## config.mk

```make
export PLATFORM = sky130hd
export DESIGN_NAME = beat_note_scheduler
export DESIGN_NICKNAME = d
export VERILOG_FILES = /design/src/rtl/beat_note_scheduler_pkg.sv /design/src/rtl/beat_note_scheduler_fifo.sv /design/src/rtl/beat_note_scheduler.sv
export SDC_FILE = /design/constraint.sdc
export NUM_CORES = 1
export LEC_CHECK = 0
export ABC_AREA = 1
export BUFFER_PORTS_ARGS = -buffer_cell sky130_fd_sc_hd__buf_2
export CORE_MARGIN = 8
export CORE_UTILIZATION = 61
export CTS_BUF_LIST = sky130_fd_sc_hd__clkbuf_8
export DETAILED_ROUTE_END_ITERATION = 8
export GPL_TIMING_DRIVEN = 0
export PLACE_DENSITY_LB_ADDON = 0.05
export SETUP_SLACK_MARGIN = 0.5
export SLEW_MARGIN = 10
export SYNTH_ARGS = -nofsm -noshare
export SYNTH_HDL_FRONTEND = slang
export SYNTH_SLANG_ARGS = --single-unit
```

## constraint.sdc

```tcl
create_clock -name clk -period 6.4 [get_ports clk]
set_clock_uncertainty 0.15 [all_clocks]
set_input_delay 0.32 -clock clk [delete_from_list [all_inputs] [get_ports clk]]
set_output_delay 0.32 -clock clk [all_outputs]
set_load 0.01 [all_outputs]
```

## src/rtl/beat_note_scheduler_pkg.sv

```systemverilog
// beat_note_scheduler_pkg
//   Shared definitions for the beat note scheduler:
//   - sched_state_t : scheduler FSM states (IDLE, ARMED, EMIT)
//   - default note mapping (base code, code step, lane count)
//   - LANE_W        : width of the lane index
//   - note_code_valid(): tells whether a note code maps onto a lane
package beat_note_scheduler_pkg;

    typedef enum logic [1:0] {
        IDLE  = 2'd0,
        ARMED = 2'd1,
        EMIT  = 2'd2
    } sched_state_t;

    localparam int NOTE_BASE_DEF = 60;
    localparam int NOTE_STEP_DEF = 4;
    localparam int NUM_LANES_DEF = 5;
    localparam int LANE_W        = 3;

    // The lower bound is checked first so the subtraction never wraps.
    function automatic logic note_code_valid(input logic [7:0] code,
                                             input int base,
                                             input int step,
                                             input int lanes);
        int off;
        if (int'(code) < base) begin
            return 1'b0;
        end
        off = int'(code) - base;
        return ((off % step) == 0) && ((off / step) < lanes);
    endfunction

endpackage

```

## src/rtl/beat_note_scheduler_fifo.sv

```systemverilog
// sched_fifo
//   Synchronous first-word-fall-through FIFO, DEPTH x WIDTH.
//   Ports:
//     clk   : clock, rising edge
//     rst   : synchronous active-high reset, empties the FIFO
//     push  : write din (ignored when full unless popping the same cycle)
//     pop   : advance the head (ignored when empty)
//     din   : write data
//     dout  : head entry, valid while empty = 0
//     full  : count == DEPTH
//     empty : count == 0
//     count : current occupancy, 0..DEPTH
module sched_fifo #(
    parameter int DEPTH = 8,
    parameter int WIDTH = 8
) (
    input  logic                     clk,
    input  logic                     rst,
    input  logic                     push,
    input  logic                     pop,
    input  logic [WIDTH-1:0]         din,
    output logic [WIDTH-1:0]         dout,
    output logic                     full,
    output logic                     empty,
    output logic [$clog2(DEPTH):0]   count
);

    localparam int AW = $clog2(DEPTH);

    logic [WIDTH-1:0] mem [DEPTH];
    logic [AW-1:0]    wr_ptr;
    logic [AW-1:0]    rd_ptr;
    logic [AW:0]      count_q;
    logic             do_push;
    logic             do_pop;

    assign full    = (count_q == (AW+1)'(DEPTH));
    assign empty   = (count_q == '0);
    assign do_pop  = pop && !empty;
    // A full FIFO still accepts a write when the head leaves in the same cycle.
    assign do_push = push && (!full || do_pop);
    assign dout    = mem[rd_ptr];
    assign count   = count_q;

    always_ff @(posedge clk) begin
        if (do_push) begin
            mem[wr_ptr] <= din;
        end
    end

    always_ff @(posedge clk) begin
        if (rst) begin
            wr_ptr  <= '0;
            rd_ptr  <= '0;
            count_q <= '0;
        end else begin
            if (do_push) begin
                wr_ptr <= wr_ptr + 1'b1;
            end
            if (do_pop) begin
                rd_ptr <= rd_ptr + 1'b1;
            end
            case ({do_push, do_pop})
                2'b10:   count_q <= count_q + 1'b1;
                2'b01:   count_q <= count_q - 1'b1;
                default: count_q <= count_q;
            endcase
        end
    end

endmodule

```

## src/rtl/beat_note_scheduler.sv

```systemverilog
// beat_note_scheduler
//   Buffers note codes from the beatmap generator and releases one note per
//   beat tick, translating the code into a lane index for the renderer.
//   Optional build macro: SCHED_DROP_COUNT_EN adds drop_count[7:0].
//   Ports:
//     clk        : clock, rising edge
//     resetn     : synchronous reset, ACTIVE HIGH (1 = reset)
//     data_en    : upstream note strobe
//     data       : upstream note code
//     pause      : freezes the beat counter, no new notes are released
//     note_valid : one-cycle pulse, note/lane carry an emitted note
//     note       : last emitted note code
//     lane       : last emitted lane index
//     fifo_count : notes currently buffered
//     overflow   : sticky, a valid note was dropped on a full FIFO
//     bad_note   : one-cycle pulse, an invalid code was discarded
//     drop_count : (SCHED_DROP_COUNT_EN) dropped + bad notes, saturating
//   Valid/ready: upstream has no ready; every data_en cycle is consumed,
//   either stored, dropped (overflow) or rejected (bad_note).
module beat_note_scheduler #(
    parameter int DEPTH     = 8,
    parameter int BEAT_DIV  = 12500000,
    parameter int NOTE_BASE = 60,
    parameter int NOTE_STEP = 4,
    parameter int NUM_LANES = 5
) (
    input  logic                     clk,
    input  logic                     resetn,
    input  logic                     data_en,
    input  logic [7:0]               data,
    input  logic                     pause,
    output logic                     note_valid,
    output logic [7:0]               note,
    output logic [2:0]               lane,
    output logic [$clog2(DEPTH):0]   fifo_count,
    output logic                     overflow,
    output logic                     bad_note
`ifdef SCHED_DROP_COUNT_EN
    ,
    output logic [7:0]               drop_count
`endif
);

    import beat_note_scheduler_pkg::*;

    localparam int CNT_W = (BEAT_DIV > 1) ? $clog2(BEAT_DIV) : 1;

    sched_state_t     state_q;
    sched_state_t     state_d;
    logic [CNT_W-1:0] beat_q;
    logic             tick;
    logic             pop;
    logic             push;
    logic             code_ok;
    logic             drop_valid;
    logic             drop_bad;
    logic             fifo_full;
    logic             fifo_empty;
    logic [7:0]       fifo_dout;
    logic [7:0]       lane_wide;
    logic [7:0]       note_q;
    logic [2:0]       lane_q;
    logic             overflow_q;
    logic             bad_q;

    assign code_ok    = note_code_valid(data, NOTE_BASE, NOTE_STEP, NUM_LANES);
    assign tick       = (beat_q == CNT_W'(BEAT_DIV - 1)) && !pause;
    assign push       = data_en && code_ok && (!fifo_full || pop);
    assign drop_valid = data_en && code_ok && fifo_full && !pop;
    assign drop_bad   = data_en && !code_ok;
    // Head entries always passed validation, so this never underflows.
    assign lane_wide  = (fifo_dout - 8'(NOTE_BASE)) / 8'(NOTE_STEP);

    sched_fifo #(
        .DEPTH (DEPTH),
        .WIDTH (8)
    ) u_fifo (
        .clk   (clk),
        .rst   (resetn),
        .push  (push),
        .pop   (pop),
        .din   (data),
        .dout  (fifo_dout),
        .full  (fifo_full),
        .empty (fifo_empty),
        .count (fifo_count)
    );

    // Beat counter: free-running modulo BEAT_DIV, frozen while paused.
    always_ff @(posedge clk) begin
        if (resetn) begin
            beat_q <= '0;
        end else if (!pause) begin
            if (beat_q == CNT_W'(BEAT_DIV - 1)) begin
                beat_q <= '0;
            end else begin
                beat_q <= beat_q + 1'b1;
            end
        end
    end

    always_ff @(posedge clk) begin
        if (resetn) begin
            state_q <= IDLE;
        end else begin
            state_q <= state_d;
        end
    end

    // IDLE and EMIT look at the registered occupancy, so a note written
    // while in IDLE needs one cycle before ARMED can catch a tick.
    always_comb begin
        state_d = state_q;
        pop     = 1'b0;
        case (state_q)
            IDLE: begin
                if (fifo_count != '0) begin
                    state_d = ARMED;
                end
            end
            ARMED: begin
                if (tick) begin
                    pop     = 1'b1;
                    state_d = EMIT;
                end
            end
            EMIT: begin
                state_d = (fifo_count != '0) ? ARMED : IDLE;
            end
            default: begin
                state_d = IDLE;
            end
        endcase
    end

    // note/lane are captured at pop time and hold until the next pop.
    always_ff @(posedge clk) begin
        if (resetn) begin
            note_q     <= '0;
            lane_q     <= '0;
            overflow_q <= 1'b0;
            bad_q      <= 1'b0;
        end else begin
            if (pop) begin
                note_q <= fifo_dout;
                lane_q <= lane_wide[LANE_W-1:0];
            end
            if (drop_valid) begin
                overflow_q <= 1'b1;
            end
            bad_q <= drop_bad;
        end
    end

    assign note_valid = (state_q == EMIT);
    assign note       = note_q;
    assign lane       = lane_q;
    assign overflow   = overflow_q;
    assign bad_note   = bad_q;

`ifdef SCHED_DROP_COUNT_EN
    logic [7:0] drop_q;

    // An input is either dropped on full or rejected as bad, never both.
    always_ff @(posedge clk) begin
        if (resetn) begin
            drop_q <= '0;
        end else if ((drop_valid || drop_bad) && (drop_q != 8'hFF)) begin
            drop_q <= drop_q + 1'b1;
        end
    end

    assign drop_count = drop_q;
`endif

endmodule

```

==> summary.txt <==
Clock tree
  • Clock-pin slew on the worst setup and hold paths: 0.07 ns
  • Clock Tree Buf Depth: 2
  • Number of CTS-inserted buffers: 17
  • Clk Latency, worst-skew pair: 0.42 ns
  • Post-cts hold buffer count: 0
  • Number of setup buffers added after CTS: 0
  • TritonCTS clock tree: yes
  • CTS root buffer: clkbuf_8
  • H-tree Lvls: 4
  • Post-cts sizing count: 0
  • Clock Sinks: 116

Worst setup path
  • Critical path arrival: 4.97 ns
  • Critical path class: in2reg
  • Critical Path RT: 6.56 ns
  • Most frequent CP cell: ha_1
  • R2R Setup Slk: 3.32 ns
  • Nature of the critical path endpoint: register
  • Crit-path max cell delay: 0.55 ns
  • Family with the most delay on the worst path: simple AND/OR/NAND/NOR gates
  • CP max stage cell: nor3_2
  • Crit start category: input pin
  • Bufs and invs on worst path: 4
  • CP max FO: 12

Timing
  • Final hold vios: 0
  • Finish-stage setup viols: 0
  • RSZ-0062 raised after global routing: false
  • Slew HR: 39.0%
  • Actual slew at the worst max-slew pin: 0.910 ns
  • Final Cycle Share: 75.2%
  • Total negative slack: 0 ns
  • F_max: 208 MHz
  • Slew Viols, Final: 0
  • Final Critical Period: 4.81 ns

Routing
  • DRT iter0 DRCs: 307
  • DRC: 0
  • Antenna-violating nets left: 0
  • Vias: 4285
  • DR WL/cell: 16.2 um
  • Routed WL: 12300 um
  • Drt pass-1 iters: 5
  • Vias/cell: 5.64

Hold path
  • Hold crit path type: in2reg

Pwr
  • Tot Pwr: 1.60 mW
  • Maximum vdd drop: 0.000143 V
  • Leakage: 2.34 nW
  • PwrDens: 257 mW/mm2

Logic synthesis
  • Distinct cell type count after synthesis: 44
  • Mapped Cells: 590
  • Sequential area share after synthesis: 54.3%
  • Mapped Nets: 622
  • Post-synth EDFFs: 64
  • Mapped Area: 0.00546 mm2
  • Syn avg cell area: 9.25 um2
  • Main synth FF type: edfxtp_1
  • Asr flop ratio synth: 0%
  • #FFs+latches synth: 116
  • Synth warn: 0

Die
  • Die area: 0.0122 mm2
  • Boundary pin count: 30
  • Core box area: 0.00868 mm2
  • Placement Rows: 34
  • Vert. Die Dim: 111 um
  • Die W: 111 um
  • Starting Density: 62.9%

Finish
  • Nets: 671
  • Final Instance Area: 0.00624 mm2
  • ANT cells: 0
  • Sequential cell area: 0.00296 mm2
  • Filler cell count: 683
  • Layout cells sized above 1: 15.8%
  • Multi-input gate area: 0.00224 mm2
  • Syn-to-layout area delta: 14.3%

GRT
  • Met3 Track Usage GR: 4.82%
  • Maximum number of pins on one net before global-route repair: 17
  • GRT Total Usage: 19.9%
  • Met1 GRT Util: 24.2%
  • Grt total ovfl: 0
  • Gr busiest metal: met2
  • Initial antenna violation count: 0
  • First-pass GRT wire length: 20200 um
  • Met2 Use GR: 34.4%
  • Vias in the first global route: 4259

Place
  • Gpl congestion: 0.884
  • Port buffer count: 29
  • Post-DP HPWL: 8480 um
  • Placement Cell Area: 0.00577 mm2

Run status
  • Outcome: finished clean

Job
  • Max-cap violations: 0
==> registers in the layout, summed over array words and instances (netlist names), named ones only <==
register and cells:
bad_note 1, beat_q 24, lane 3, note 8, overflow 1, state_q 2, u_fifo.count 4, u_fifo.mem 64
u_fifo.rd_ptr 3, u_fifo.wr_ptr 3
==> power breakdown <==
part	switching [mW]	total [mW]	internal (mW)	leakage [nW]
sequential	0.00230	0.790	0.787	0.995
clock	0.294	0.753	0.459	0.212
combinational	0.0397	0.0581	0.0184	1.13
total	0.336	1.60	1.27	2.34
==> synth_stat cells, drive strengths merged, types with 2 or more instances <==
cell | number | area (um2)
nand4 | 10 | 83.8
a21oi | 27 | 135
clkinv | 2 | 7.51
o21ai | 46 | 230
nor4 | 3 | 25.0
inv | 60 | 225
edfxtp | 64 | 1920
or2 | 2 | 12.5
nand2 | 80 | 313
nand3 | 20 | 115
clkbuf | 9 | 33.8
a31oi | 3 | 18.8
xor2 | 12 | 113
o21a | 3 | 22.5
o22ai | 6 | 37.5
dfxtp | 52 | 1040
buf | 6 | 33.8
nor3b | 2 | 15.0
o221ai | 10 | 87.6
nor3 | 37 | 205
ha | 20 | 250
nand3b | 5 | 50.1
nor2 | 104 | 418
==> per-layer routing <==
layer  wire length (um)  up-vias
met3                729       13
met1               5360     2030
li1                   -     2125
met4                140        0
met2               6050      117
met5                  0        -
==> cells in the final DEF (no fill, tap or decap), types with 13 or more instances in the layout <==
master    count
inv_1        60
nand2_1      75
nand3_1      17
a21oi_1      27
dfxtp_1      52
ha_1         20
nor3_1       24
edfxtp_1     64
nor2_1       95
nor3_2       13
clkbuf_8     17
buf_2        32
o21ai_0      45
==> kinds of logic after synthesis <==
kind of cell / after synthesis / synth area share, %
xor+xnor: 13 / 2.22
mux: 1 / 0.183
fa+ha+maj: 20 / 4.59
compound gates: 99 / 10.4
buf+inv: 77 / 5.50
simple gates: 264 / 22.8
flops: 116 / 54.3
==> path summary, 6_finish.rpt <==
| kind | from | endpoint | cells after the start |
|---|---|---|---|
| worst max-delay path | data[2] | u_fifo.count[3] | 29 |
| worst min-delay path | data_en | bad_note | 3 |
| worst max register to register | beat_q[1] | u_fifo.count[3] | 16 |
| worst min register to register | lane[0] | lane[0] | 2 |
==> cell type report <==
type / count / share of cell area, %
flip-flops and latches: 116 / 47.5
multi-input cells: 397 / 35.9
clock buffers: 17 / 3.75
inverters: 62 / 3.73
clock inverters: 15 / 3.43
repair buffers: 30 / 2.45
well taps: 108 / 2.17
plain buffers: 15 / 1.08
==> stage by stage <==
| stage | setup WS (ns) | hold slack (ns) | cells | utilization, % |
|---|---|---|---|---|
| finish | 1.59 | 0.0390 | 760 | 71.9 |
| global route | 1.01 | 0.0266 | 760 | 71.9 |
| CTS | 0.960 | 0.0240 | 760 | 71.7 |
| detailed placement | 0.546 | 0.308 | 728 | 66.5 |
| global placement | 0.510 | 0.288 | 727 | 66.1 |
| floorplan | 1.72 | 0.269 | 590 | - |
==> tightest hold or removal path: cells and delay by family <==
family | cells | cell delay [ns]
buf+inv | 1 | 0.14
simple gates | 2 | 0.11
Note: power is estimated with default switching activity, not from simulation.
